[src/rtl/btn_pkg.sv]
// Shared types and constants for the push-button conditioning block.
package btn_pkg;

    // Per-channel debounce state.
    typedef enum logic [1:0] {
        IDLE         = 2'd0,
        PRESS_WAIT   = 2'd1,
        HELD         = 2'd2,
        RELEASE_WAIT = 2'd3
    } db_state_t;

    // Number of button channels handled by the block.
    localparam int NUM_BTN = 4;

    // Channel index of each button in the btn_* vectors.
    localparam int BTN_LEFT  = 0;
    localparam int BTN_RIGHT = 1;
    localparam int BTN_UP    = 2;
    localparam int BTN_DOWN  = 3;

endpackage : btn_pkg

[src/rtl/btn_debounce_ch.sv]
// One button channel: 2-FF synchroniser, debounce FSM, press pulse and
// auto-repeat pulse generation. All outputs are registered.
module btn_debounce_ch
    import btn_pkg::*;
#(
    parameter int DB_CYCLES     = 16,
    parameter int REPEAT_DELAY  = 64,
    parameter int REPEAT_PERIOD = 16,
    parameter int CNT_W         = 8
) (
    input  logic clk_d,
    input  logic rst,
    input  logic raw,
    output logic clean,
    output logic press,
    output logic rpt
);

    localparam logic [CNT_W-1:0] DB_C     = CNT_W'(DB_CYCLES);
    localparam logic [CNT_W-1:0] DELAY_C  = CNT_W'(REPEAT_DELAY);
    localparam logic [CNT_W-1:0] PERIOD_C = CNT_W'(REPEAT_PERIOD);
    localparam logic [CNT_W-1:0] ONE_C    = CNT_W'(1);
    localparam logic [CNT_W-1:0] ZERO_C   = CNT_W'(0);
    // A zero first-repeat delay turns auto-repeat off entirely.
    localparam bit               REPEAT_EN = (REPEAT_DELAY != 0);

    logic             sync1_r;
    logic             sync_r;
    db_state_t        state_r;
    db_state_t        state_s;
    logic [CNT_W-1:0] cnt_r;
    logic [CNT_W-1:0] cnt_s;
    logic [CNT_W-1:0] rcnt_r;
    logic [CNT_W-1:0] rcnt_s;
    logic [CNT_W-1:0] rcnt_inc_s;
    logic             first_r;
    logic             first_s;
    logic             clean_r;
    logic             clean_s;
    logic             press_r;
    logic             press_s;
    logic             rpt_r;
    logic             rpt_s;

    // Two-flop synchroniser bringing the raw button into the clk_d domain.
    always_ff @(posedge clk_d or posedge rst) begin
        if (rst) begin
            sync1_r <= 1'b0;
            sync_r  <= 1'b0;
        end else begin
            sync1_r <= raw;
            sync_r  <= sync1_r;
        end
    end

    // Next-state, counter and output decode for the debounce FSM.
    always_comb begin
        state_s    = state_r;
        cnt_s      = cnt_r;
        rcnt_s     = rcnt_r;
        first_s    = first_r;
        press_s    = 1'b0;
        rpt_s      = 1'b0;
        rcnt_inc_s = rcnt_r + ONE_C;
        case (state_r)
            IDLE: begin
                if (sync_r) begin
                    state_s = PRESS_WAIT;
                    cnt_s   = ONE_C;
                end else begin
                    state_s = IDLE;
                end
            end
            PRESS_WAIT: begin
                if (!sync_r) begin
                    // Bounce before the press was accepted.
                    state_s = IDLE;
                end else if (cnt_r == DB_C) begin
                    state_s = HELD;
                    press_s = 1'b1;
                    rpt_s   = 1'b1;
                    rcnt_s  = ZERO_C;
                    first_s = 1'b1;
                end else begin
                    cnt_s = cnt_r + ONE_C;
                end
            end
            HELD: begin
                if (!sync_r) begin
                    // rcnt stays frozen so a rejected release glitch keeps the cadence.
                    state_s = RELEASE_WAIT;
                    cnt_s   = ONE_C;
                end else if (REPEAT_EN) begin
                    if ((first_r && (rcnt_inc_s == DELAY_C)) ||
                        (!first_r && (rcnt_inc_s == PERIOD_C))) begin
                        rpt_s   = 1'b1;
                        rcnt_s  = ZERO_C;
                        first_s = 1'b0;
                    end else begin
                        rcnt_s = rcnt_inc_s;
                    end
                end else begin
                    rcnt_s = rcnt_r;
                end
            end
            RELEASE_WAIT: begin
                if (sync_r) begin
                    // Release glitch: resume holding without a new press.
                    state_s = HELD;
                end else if (cnt_r == DB_C) begin
                    state_s = IDLE;
                end else begin
                    cnt_s = cnt_r + ONE_C;
                end
            end
            default: begin
                state_s = IDLE;
                cnt_s   = ZERO_C;
                rcnt_s  = ZERO_C;
                first_s = 1'b0;
            end
        endcase
        clean_s = (state_s == HELD) || (state_s == RELEASE_WAIT);
    end

    // FSM state, counters and registered outputs.
    always_ff @(posedge clk_d or posedge rst) begin
        if (rst) begin
            state_r <= IDLE;
            cnt_r   <= ZERO_C;
            rcnt_r  <= ZERO_C;
            first_r <= 1'b0;
            clean_r <= 1'b0;
            press_r <= 1'b0;
            rpt_r   <= 1'b0;
        end else begin
            state_r <= state_s;
            cnt_r   <= cnt_s;
            rcnt_r  <= rcnt_s;
            first_r <= first_s;
            clean_r <= clean_s;
            press_r <= press_s;
            rpt_r   <= rpt_s;
        end
    end

    assign clean = clean_r;
    assign press = press_r;
    assign rpt   = rpt_r;

endmodule : btn_debounce_ch

[src/rtl/btn_debounce.sv]
// Four independent push-button conditioning channels feeding the direction
// stage (btn_clean) and the maze step logic (btn_press, btn_repeat).
module btn_debounce
    import btn_pkg::*;
#(
    parameter int DB_CYCLES     = 16,
    parameter int REPEAT_DELAY  = 64,
    parameter int REPEAT_PERIOD = 16,
    parameter int CNT_W         = 8
) (
    input  logic               clk_d,
    input  logic               rst,
    input  logic [NUM_BTN-1:0] btn_raw,
    output logic [NUM_BTN-1:0] btn_clean,
    output logic [NUM_BTN-1:0] btn_press,
    output logic [NUM_BTN-1:0] btn_repeat
);

    for (genvar i = 0; i < NUM_BTN; i++) begin : g_ch
        btn_debounce_ch #(
            .DB_CYCLES     (DB_CYCLES),
            .REPEAT_DELAY  (REPEAT_DELAY),
            .REPEAT_PERIOD (REPEAT_PERIOD),
            .CNT_W         (CNT_W)
        ) u_ch (
            .clk_d (clk_d),
            .rst   (rst),
            .raw   (btn_raw[i]),
            .clean (btn_clean[i]),
            .press (btn_press[i]),
            .rpt   (btn_repeat[i])
        );
    end

endmodule : btn_debounce

[config.mk]
export PLATFORM = sky130hd
export DESIGN_NAME = btn_debounce
export DESIGN_NICKNAME = d
export VERILOG_FILES = /design/src/rtl/btn_pkg.sv /design/src/rtl/btn_debounce_ch.sv /design/src/rtl/btn_debounce.sv
export SDC_FILE = /design/constraint.sdc
export NUM_CORES = 1
export LEC_CHECK = 0
export CORE_MARGIN = 2
export CORE_UTILIZATION = 60
export CTS_BUF_LIST = sky130_fd_sc_hd__clkbuf_8
export DETAILED_ROUTE_END_ITERATION = 10
export HOLD_SLACK_MARGIN = 0.05
export PLACE_DENSITY = 0.79
export SYNTH_ARGS = -nofsm -noshare
export SYNTH_HDL_FRONTEND = slang
export SYNTH_SLANG_ARGS = --single-unit
[constraint.sdc]
create_clock -name clk_d -period 9.25 [get_ports clk_d]
set_clock_uncertainty 0.15 [all_clocks]
set_input_delay 2.775 -clock clk_d [delete_from_list [all_inputs] [get_ports clk_d]]
set_output_delay 2.775 -clock clk_d [all_outputs]
set_load 0.05 [all_outputs]
# Yosys cells after proc, flatten, opt, wreduce, memory -nomap -nowiden

Cells that the tools add are included.

Register bits: 96
Output and inout port bits: 12
Word-level logic and storage cells: 260

Add/sub/neg operators: 8
Eq/ne operators: 60
Multiplexer cells: 116
Reductions and logical operators: 40

Operator list:

| operator            | count |
|---|---|
| $mux 8              | 36 |
| $pmux 8 s4          | 4 |
| $add 8x1->8 const B | 8 |
| $eq 8x5->1 const B  | 8 |
| $pmux 8 s2          | 4 |
| $mux 1              | 40 |
| $mux 2              | 20 |
| $ne 2x1->1 const B  | 20 |
| $eq 2x2->1 const B  | 16 |
| $eq 8x7->1 const B  | 4 |
| $pmux 2 s4          | 4 |
| $reduce_and 4->1    | 8 |
| $reduce_and 5->1    | 4 |
| $ne 2x2->1 const B  | 8 |
| $pmux 1 s2          | 8 |
| $eq 2x1->1 const B  | 4 |
| $logic_and 1x1->1   | 8 |
| $logic_not 2->1     | 4 |
| $logic_or 1x1->1    | 8 |
| $reduce_bool 2->1   | 4 |
| $logic_not 1->1     | 4 |

# Longest topological paths before layout

Word-level depth: 7
Mapped depth: 10

# Cells and area by module

From an unflattened synthesis, not the netlist that was laid out.

Cells, all modules: 608
Area total of the unflattened synthesis: 5,704.2 um^2

By module, submodules not included:

| module                              | times used | cells each | area each (um^2) | seq. area each (um^2) |
|---|---|---|---|---|
| btn_debounce_ch at g_ch[2].u_ch ... | 2          | 156        | 1,418.9          | 600.6 |
| btn_debounce_ch at g_ch[0].u_ch     | 1          | 157        | 1,487.7          | 600.6 |
| btn_debounce_ch at g_ch[1].u_ch     | 1          | 139        | 1,378.8          | 600.6 |

# Least setup slack after synthesis

No wires, ideal clock.

Path type: register to output
Start point: register g_ch[0].u_ch.clean_r
End point: output port btn_clean[0]
Data arrival time: 0.515 ns
Slack: 5.810 ns
Stages on the path, launching flop included: 2
Buffers on the path: 1
Path through: dfrtp_1 -> buf_4

RTL lines:

| element                | line                   | RTL |
|---|---|---|
| from (decl)            | btn_debounce_ch.sv:38  | `logic clean_r;` |
| from (signal assigned) | btn_debounce_ch.sv:141 | `clean_r <= clean_s;` |
| to (decl)              | btn_debounce.sv:14     | `output logic [NUM_BTN-1:0] btn_clean,` |

No word-level cell between the ends.

# Worst setup path after layout

Start point: register g_ch[0].u_ch.press_r
End point: output port btn_press[0]

RTL lines:

| element                | line                   | RTL |
|---|---|---|
| from (decl)            | btn_debounce_ch.sv:40  | `logic press_r;` |
| from (signal assigned) | btn_debounce_ch.sv:142 | `press_r <= press_s;` |
| to (decl)              | btn_debounce.sv:15     | `output logic [NUM_BTN-1:0] btn_press,` |

No word-level cell between the ends.

==> run_results.csv <==
group,metric,value,unit
status,status,"finished clean",
place,placedCellCount,764,
timing,slew_headroom,0.3574,
synthesis,synthAdderAreaFrac,0.07556,
timing,fin_crit_sh,0.4778,
floorplanning,die_area,10460,µm²
timing,tightest_slew,0.9639,ns
layout,final.fill_count,756,
timing,rsz0062_at_grt,"false",
global_routing,gr-total-overflow,0,
layout,syn_to_final_growth,6.304,%
drt,drt_iter0_drc,283,
floorplanning,coreArea,9328,µm²
critical_path,rrSetupSlack,6.49,ns
clock_network,cts_tree,"yes",
global_routing,grt_max_degree,79,
floorplanning,die_w,102.3,µm
synthesis,syn_nets,693,
synthesis,syn_inst,652,
pwr,peakVddDrop,0.07214,mV
critical_path,cp_cell_sequence,"clkdlybuf4s50_1",
floorplanning,io_pins,18,
global_routing,grt_pass1_wl,19000,µm
clock_network,cts_max_path_buffers,2,
synthesis,async_flop_share,1.000,
timing,fin_crit,4.420,ns
global_routing,first_global_vias,4367,
layout,n_antenna_cell,0,
critical_path,start_kind,"register",
critical_path,r2r-start,"g_ch[1].u_ch.state_r[0]",
place,hpwlAfterDp,7726,µm
drt,totalWireLength,10870,µm
run,cap_violations,0,
synthesis,synth_commonest_cells,"dfrtp_1 (96), nor2_1 (70), nand2_1 (52)",
place,gp_congestion,0.8480,
clock_network,cts_htree_levels,3,
synthesis,yosysSeqAreaShare,0.4145,
hold_path,whs_endpoint,"g_ch[2].u_ch.sync_r",
hold_path,hp-class,"reg2reg",
synthesis,synth-edff-count,0,
synthesis,synth_most_common_cell,"dfrtp_1",
critical_path,critPathSlowestCell,"clkdlybuf4s50_1",
synthesis,synth_top_family_by_area,"simple AND/OR/NAND/NOR gates",
drt,wl_per_cell,13.95,µm
global_routing,antenna_found_initial,0,
hold_path,hp-start,"g_ch[2].u_ch.sync1_r",
clock_network,cts_hold_buffers,0,
critical_path,path_delay_family,"buffers and inverters",
clock_network,post_cts_buffers,0,
clock_network,worstSkewPairLatency,0.36,ns
synthesis,yosys_warnings,0,
clock_network,post_cts_resized,0,
layout,drive_above_1_share,0.04769,
synthesis,yosys_most_used_dff,"dfrtp_1",
clock_network,root_buffer,"clkbuf_8",
layout,final_net_count,687,
drt,via_per_inst,5.940,
timing,hold_violations,0,
synthesis,yosysTopAreaCell,"dfrtp_1",
synthesis,synth.area.mux_share,0.01252,
floorplanning,fp-row-count,35,
clock_network,clkSlewWorstSetupHoldPaths,0.09,ns
critical_path,path_class,"reg2out",
pwr,leakagePower,0.002679,µW
timing,setup_violations,0,
clock_network,clock_sinks,96,
layout,final_cell_count_no_fill,779,
synthesis,synth_compound_area_frac,0.1900,
synthesis,ys_ff_latch,96,
synthesis,yosysUniqueCellTypes,69,
floorplanning,initial_core_util,0.6213,
timing,slew_violations,0,
pwr,powerDensity,130.2,nW/µm²
global_routing,grt_use_total,0.2239,
place,postPlaceCellArea,5956,µm²
synthesis,yosys.area_share.simple,0.2146,
drt,dr.pass1.iters,5,
place,port-buffer-count,17,
layout,final_cell_area,6161,µm²
synthesis,synth_area_leaders,"dfrtp_1 (41%), ha_1 (7.6%), nor2_1 (4.5%)",
synthesis,synth_area_per_cell,8.889,µm²
synthesis,synth_top_area_frac,0.4145,
synthesis,synthXorXnorAreaFrac,0.03627,
drt,drc,0,
critical_path,cp_slowest_stage_delay,0.80,ns
critical_path,cp-end-kind,"output port",
timing,fmax,0.2262,GHz
critical_path,cp_max_fo,1,
critical_path,required,6.33,ns
critical_path,reg2reg_to,"g_ch[1].u_ch.cnt_r[7]",
hold_path,hold_depth,0,
critical_path,worstPathArrival,1.50,ns
floorplanning,die_h,102.3,µm
synthesis,syn_area,5796,µm²
critical_path,path_buf_inv,1,
drt,drtAntennaViolNets,0,
critical_path,rr_worst_depth,8,
drt,vias,4627,
timing,fin_tns_setup,0,ns
clock_network,cts_buffers,9,
layout make-up:
cell class	instances	area, µm²	area share
Tap cell	129	161.4	0.02620
Timing Repair Buffer	19	185.2	0.03006
Inverter	37	141.4	0.02295
Clock inverter	3	40.04	0.006499
Sequential cell	96	2402	0.3899
Multi-Input combinational cell	483	3065	0.4976
Clock buffer	12	165.2	0.02681
sequential cells by signal, summed over array words and instances, names as in the netlist:
signal and flops:
g_ch.u_ch.clean 4, g_ch.u_ch.cnt_r 32, g_ch.u_ch.first_r 4, g_ch.u_ch.press 4
g_ch.u_ch.rcnt_r 32, g_ch.u_ch.rpt 4, g_ch.u_ch.state_r 8, g_ch.u_ch.sync1_r 4
g_ch.u_ch.sync_r 4
stage by stage:
stage | hold slack [ns] | power (µW) | utilization | worst slack (ns)
floorplan | 0.1812 | 507.2 | - | 3.820
global placement | 0.1847 | 523.8 | 0.6385 | 4.718
detailed placement | 0.1847 | 527.9 | 0.6385 | 4.702
CTS | 0.2051 | 811.2 | 0.6605 | 4.814
global route | 0.2158 | 844.9 | 0.6605 | 4.768
finish | 0.2042 | 802.3 | 0.6605 | 4.830
how the worst max path moves through the flow:
stage / slack (ns) / endpoint / cells after the start / startpoint
2_1_floorplan: 3.82 / g_ch[0].u_ch.clean / 1 / rst
3_3_place_gp: 4.72 / g_ch[2].u_ch.rcnt_r[1] / 3 / rst
3_5_place_dp: 4.70 / g_ch[2].u_ch.state_r[0] / 3 / rst
4_1_cts: 4.81 / btn_press[0] / 1 / g_ch[0].u_ch.press
5_1_grt: 4.77 / btn_repeat[3] / 1 / g_ch[3].u_ch.rpt
6_report: 4.83 / btn_press[0] / 1 / g_ch[0].u_ch.press
kinds of logic after synthesis:
group	count (synthesis)
mux	7
buf+inv	73
simple gates	249
fa+ha+maj	35
compound gates	168
xor+xnor	24
flops	96
per-layer routing:
metal  global-route usage  share of wire
met5                    0              0
met2               0.3639           0.49
met3              0.04036          0.028
met4              0.09128          0.016
met1               0.2981           0.47
layout by cell type (no fill, tap or decap), types with 11 or more instances in the layout:
cell type / count
dfrtp_1: 96
nor2_1: 70
nand2_1: 52
o21ai_0: 51
inv_1: 36
nand3_1: 35
ha_1: 35
a21oi_1: 29
clkdlybuf4s50_1: 17
xor2_1: 16
and3_1: 16
nor3_1: 14
clkbuf_8: 12
nand4_1: 11
where the power goes:
| part | total (µW) | internal [µW] | switching [µW] |
|---|---|---|---|
| Sequential | 443 | 430 | 13.6 |
| Combinational | 76.2 | 27.2 | 48.9 |
| Clock | 283 | 145 | 138 |
| Total | 802 | 602 | 200 |
Power figures use the tool's default switching activity.
